===== config.mk =====
export PLATFORM = sky130hd
export DESIGN_NAME = rr_arbiter4_flat
export DESIGN_NICKNAME = d
export VERILOG_FILES = /design/src/rtl/rr_arbiter4_if.sv /design/src/rtl/rr_arbiter4.sv /design/src/flat_wrapper.sv
export SDC_FILE = /design/constraint.sdc
export NUM_CORES = 1
export LEC_CHECK = 0
export ABC_CLOCK_PERIOD_IN_PS = 2500
export CAP_MARGIN = 5
export CORE_MARGIN = 2
export CORE_UTILIZATION = 40
export CTS_BUF_LIST = sky130_fd_sc_hd__clkbuf_8
export CTS_CLUSTER_DIAMETER = 150
export DETAILED_ROUTE_END_ITERATION = 10
export HOLD_SLACK_MARGIN = 0.08
export PLACE_DENSITY = 0.7
export SYNTH_ARGS = -nofsm -noshare
export SYNTH_HDL_FRONTEND = slang
export SYNTH_SLANG_ARGS = --single-unit

===== constraint.sdc =====
create_clock -name clk -period 2.5 [get_ports clk]
set_input_delay 0.25 -clock clk [delete_from_list [all_inputs] [get_ports clk]]
set_output_delay 0.25 -clock clk [all_outputs]
set_load 0.02 [all_outputs]

===== src/rtl/rr_arbiter4_if.sv =====
// Request/grant bundle shared between the four requesters and the
// round-robin arbiter. The arbiter takes the slave side; whoever drives
// the request vector takes the master side.
interface rr_arbiter4_if #(
  parameter int CNT_W = 8
);
  logic [3:0]       req;
  logic [3:0]       gnt;
  logic [1:0]       gnt_idx;
  logic             gnt_valid;
  logic [CNT_W-1:0] busy_cnt;

  modport master (
    output req,
    input  gnt,
    input  gnt_idx,
    input  gnt_valid,
    input  busy_cnt
  );

  modport slave (
    input  req,
    output gnt,
    output gnt_idx,
    output gnt_valid,
    output busy_cnt
  );
endinterface


===== src/rtl/rr_arbiter4.sv =====
// Four-requester round-robin arbiter with a bounded tenure.
// The owner keeps the grant while it requests, for at most HOLD_MAX
// consecutive cycles. On release the rotation pointer moves past the owner
// and arbitration happens at the same edge, so a handoff never shows an
// idle cycle. All outputs are registered; req reaches them only via flops.
module rr_arbiter4 #(
  parameter int HOLD_MAX = 8,
  parameter int CNT_W    = 8
) (
  input  logic         clk,
  input  logic         rst_n,
  rr_arbiter4_if.slave bus
);

  typedef enum logic {IDLE, GRANT} state_t;

  localparam logic [CNT_W-1:0] HOLD_LAST = CNT_W'(HOLD_MAX - 1);

  state_t           state;
  logic [1:0]       ptr;
  logic [3:0]       gnt_r;
  logic [1:0]       idx_r;
  logic             valid_r;
  logic [CNT_W-1:0] busy_r;

  logic             release_now;
  logic [1:0]       search_ptr;
  logic [1:0]       winner;
  logic             found;
  logic [1:0]       cand;

  // Release decision and round-robin search starting at the pointer that
  // will be in force after this edge (owner+1 when the owner lets go).
  always_comb begin
    release_now = (state == GRANT) &&
                  (!bus.req[idx_r] || (busy_r == HOLD_LAST));
    search_ptr  = release_now ? (idx_r + 2'd1) : ptr;
    winner      = search_ptr;
    found       = 1'b0;
    cand        = search_ptr;
    for (int i = 3; i >= 0; i--) begin
      cand = search_ptr + 2'(i);
      if (bus.req[cand]) begin
        winner = cand;
        found  = 1'b1;
      end
    end
  end

  // Single state machine holding every registered output.
  always_ff @(posedge clk or negedge rst_n) begin
    if (!rst_n) begin
      state   <= IDLE;
      ptr     <= 2'b00;
      gnt_r   <= 4'b0000;
      idx_r   <= 2'b00;
      valid_r <= 1'b0;
      busy_r  <= '0;
    end else begin
      case (state)
        IDLE: begin
          if (found) begin
            gnt_r   <= 4'b0001 << winner;
            idx_r   <= winner;
            valid_r <= 1'b1;
            busy_r  <= '0;
            state   <= GRANT;
          end
        end
        GRANT: begin
          if (!release_now) begin
            busy_r <= busy_r + 1'b1;
          end else begin
            ptr <= idx_r + 2'd1;
            if (found) begin
              gnt_r   <= 4'b0001 << winner;
              idx_r   <= winner;
              valid_r <= 1'b1;
              busy_r  <= '0;
            end else begin
              gnt_r   <= 4'b0000;
              valid_r <= 1'b0;
              busy_r  <= '0;
              state   <= IDLE;
            end
          end
        end
        default: begin
          state <= IDLE;
        end
      endcase
    end
  end

  assign bus.gnt       = gnt_r;
  assign bus.gnt_idx   = idx_r;
  assign bus.gnt_valid = valid_r;
  assign bus.busy_cnt  = busy_r;

endmodule


===== src/flat_wrapper.sv =====
// flat-port wrapper written by rule: the top's interface ports become plain ports
module rr_arbiter4_flat 
#(
  parameter int HOLD_MAX = 8,
  parameter int CNT_W    = 8
)
  (clk, rst_n, bus_req, bus_gnt, bus_gnt_idx, bus_gnt_valid, bus_busy_cnt);
  rr_arbiter4_if #(.CNT_W(CNT_W)) bus_i ();
  input  logic clk;
  input  logic rst_n;
  input wire logic [$bits(bus_i.req)-1:0] bus_req;
  output wire logic [$bits(bus_i.gnt)-1:0] bus_gnt;
  output wire logic [$bits(bus_i.gnt_idx)-1:0] bus_gnt_idx;
  output wire logic [$bits(bus_i.gnt_valid)-1:0] bus_gnt_valid;
  output wire logic [$bits(bus_i.busy_cnt)-1:0] bus_busy_cnt;
  assign bus_i.req = bus_req;
  assign bus_gnt = bus_i.gnt;
  assign bus_gnt_idx = bus_i.gnt_idx;
  assign bus_gnt_valid = bus_i.gnt_valid;
  assign bus_busy_cnt = bus_i.busy_cnt;
  rr_arbiter4 #(.HOLD_MAX(HOLD_MAX), .CNT_W(CNT_W)) u_core (.clk(clk), .rst_n(rst_n), .bus(bus_i));
endmodule

==> out/metrics.yaml <==
outcome: "finished, violations left"
violations: "negative setup slack"
core_area_um2: 2480
worstMarginPinSlew_ns: 0.861
clock.fmax_mhz: 392
drive_gt1_share_pct: 29.0
finalHoldViolations: 0
pin_count: 21
clk_latency_ns: 0.26
crit_chain: "or4_4 -> o31ai_4 -> a21oi_2 -> a31o_4 -> o2bb2ai_4 -> o32ai_4 -> nor2_2 -> a22o_1"
fin_total_pwr_mw: 1.69
grt_pass1_vias: 893
n_antenna_cell: 0
power_density_nw_per_um2: 1140
dieWidth_um: 55.2
start_util_pct: 42.3
timing.final.ws_setup_ns: -0.0486
antenna_found_initial: 0
peakVddDrop_uv: 748
clockBufferDepth: 2
hp-class: "in -> async"
vias: 960
seqCellArea_um2: 453
grt_pass1_wl_mm: 4.10
p_leak_nw: 0.617
synth.ff_latch_count: 18
endpoint_kind: "flop"
syn_inst: 101
fin_crit_sh_pct: 102
rrSetupSlack_ns: -0.05
cts_hold_buf: 0
required_ns: 2.65
cp.arrival_ns: 2.70
crit_family: "compound AO/OA/AOI/OAI gates"
via_per_inst: 5.71
grt_usage_pct: 19.3
port_buffers: 20
grt_setup_unrepaired: "yes"
crit_type: "reg -> reg"
dieArea_um2: 3040
nFillCells: 230
multi_input_area_um2: 607
finalWirelength_mm: 2.68
rows: 18
fin_crit_ns: 2.55
path_clk_slew_ns: 0.07
cp_slowest_stage_delay_ns: 0.56
synth.net_count: 108
cts_made_buffers: 3
drv_slew: 0
area_growth_pct: 41.7
ys_seq_area_share_pct: 43.0
h-tree-depth: 1
dr.pass1.iters: 4
yosysUniqueCellTypes: 40
dpl_cell_area_um2: 1390
critPathBufInv: 0
place_hpwl_mm: 1.94
slowest_stage: "or4_4"
drtIter0Drc: 24
setup_viol: 3
overflow: 0
reg2reg_from: "u_core.bus.busy_cnt[5]"
synth_area_per_cell_um2: 10.4
maxCapViolations: 0
cp_max_fo: 5
gp_congestion: 0.844
max-slew-margin-rel_pct: 42.4
fin_skew_ns: 0.00325
worst_r2r_endpoint: "u_core.bus.gnt[2]"
critPathLaunchType: "flop"
root_buffer: "clkbuf_8"
place_worst_setup_slack_ns: -0.110
cts_tree: "built"
drc_errors: 0
syn_area_um2: 1050
layout.nets: 146
dieHeight_um: 55.2
yosys_warnings: 0
r2r_cells: 8
stdcell_area_um2: 1480
grt_start_max_net_pins: 19
wire_per_inst_um: 16.0
clkSinkCount: 18
postRouteAntennaNets: 0
==> area by class of cell <==
cell class                      count  share of cell area (%)
Multi-Input combinational cell     77                    40.9
Sequential cell                    18                    30.5
Timing Repair Buffer               36                    21.6
Clock buffer                        4                    3.71
Tap cell                           30                    2.53
Inverter                            3                   0.759
==> logic make-up after synthesis <==
family                     share of synthesized area (%)
AOI/OAI and AO/OA                                   29.3
and+or+nand+nor                                     19.5
DFF                                                 43.0
buffers and inverters                               2.39
xor gates and xnor gates                            2.51
muxes                                               2.15
adders and majority gates                           1.19
==> synthesized netlist by cell type <==
cell | count | area share [%]
dfrtp_1 | 18 | 43
o21ai_1 | 13 | 6.2
nand2_1 | 11 | 3.9
nor2_1 | 8 | 2.9
nand3_1 | 4 | 1.9
a21oi_1 | 3 | 1.4
a22o_1 | 3 | 2.5
and3_1 | 3 | 1.8
inv_1 | 3 | 1.1
xor2_1 | 3 | 2.5
a21oi_2 | 2 | 1.7
buf_2 | 2 | 0.96
a21boi_1 | 1 | 0.72
a21o_1 | 1 | 0.72
a2bb2oi_2 | 1 | 1.4
a311oi_1 | 1 | 0.84
a31o_1 | 1 | 0.84
a31oi_1 | 1 | 0.60
clkbuf_1 | 1 | 0.36
ha_1 | 1 | 1.2
mux4_2 | 1 | 2.2
nand2b_1 | 1 | 0.60
nand4_1 | 1 | 0.60
nor2_2 | 1 | 0.60
nor2_8 | 1 | 1.9
nor3_4 | 1 | 1.6
nor3b_1 | 1 | 0.72
nor4_2 | 1 | 1.2
o2111ai_1 | 1 | 0.84
o21ai_0 | 1 | 0.48
o221a_2 | 1 | 1.1
o221ai_1 | 1 | 0.84
o221ai_2 | 1 | 1.4
o2bb2ai_2 | 1 | 1.4
o31a_1 | 1 | 0.84
o31ai_1 | 1 | 0.72
o31ai_4 | 1 | 2.0
o32ai_4 | 1 | 2.6
or4_1 | 1 | 0.72
or4_4 | 1 | 1.1
==> routing by layer <==
metal  GRT usage, %  vias to the layer above  routed length (um)
li1               -                      454                   -
met1           22.4                      471                1130
met2           35.5                       31                1420
met4           6.10                        0                  12
met3           3.49                        4                 119
met5              0                        -                   0
==> how the worst max path moves through the flow <==
stage	from	end	slack [ns]	cells past startpoint
5_1_grt	u_core.bus.busy_cnt[5]	u_core.bus.gnt[0]	-0.14	8
6_report	u_core.bus.busy_cnt[5]	u_core.bus.gnt[2]	-0.05	8
3_5_place_dp	bus_req[3]	u_core.bus.gnt[0]	-0.11	10
3_3_place_gp	bus_req[3]	u_core.bus.gnt[3]	-0.02	9
2_1_floorplan	u_core.bus.busy_cnt[4]	u_core.bus.gnt[0]	0.02	8
4_1_cts	u_core.bus.busy_cnt[4]	u_core.bus.gnt[0]	0.006	8
==> power by group <==
group | leakage, nW | internal, mW | switching [mW]
registers | 0.223 | 0.370 | 0.0671
clock network | 0.0288 | 0.140 | 0.107
logic | 0.365 | 0.483 | 0.527
==> timing repair <==
| action | in CTS | in global routing |
|---|---|---|
| setup endpoints to repair | 1 | 5 |
| gates resized for setup | 1 | 5 |
| pin swaps | 2 | 9 |
| setup buffers | 0 | 1 |
==> through the flow <==
stage / utilization [%] / hold slack [ns] / TNS [ns] / std cells
finish: 59.9 / 0.480 / -0.112 / 168
CTS: 58.6 / 0.502 / 0 / 168
global route: 59.9 / 0.538 / -0.513 / 168
global placement: 56.3 / 0.498 / -0.0552 / 164
floorplan: - / -0.0456 / 0 / 101
detailed placement: 56.3 / 0.497 / -0.312 / 164
==> flip-flops by register name (all words and copies together) (netlist names) <==
signal and flops:
u_core.bus.busy_cnt 8, u_core.bus.gnt 4, u_core.bus.gnt_idx 2, u_core.ptr 2, u_core.bus.gnt_valid 1, u_core.state 1
==> cell usage in the layout (no fill, tap or decap), types with 3 or more instances in the layout <==
| cell | count |
|---|---|
| a21oi_2 | 3 |
| nor2_1 | 8 |
| inv_1 | 3 |
| and3_1 | 3 |
| xor2_1 | 3 |
| nand2_1 | 11 |
| o21ai_1 | 13 |
| clkdlybuf4s50_1 | 20 |
| buf_4 | 16 |
| dfrtp_1 | 16 |
| a22o_1 | 3 |
| nand3_1 | 4 |
| clkbuf_8 | 4 |
Power figures use the tool's default switching activity.
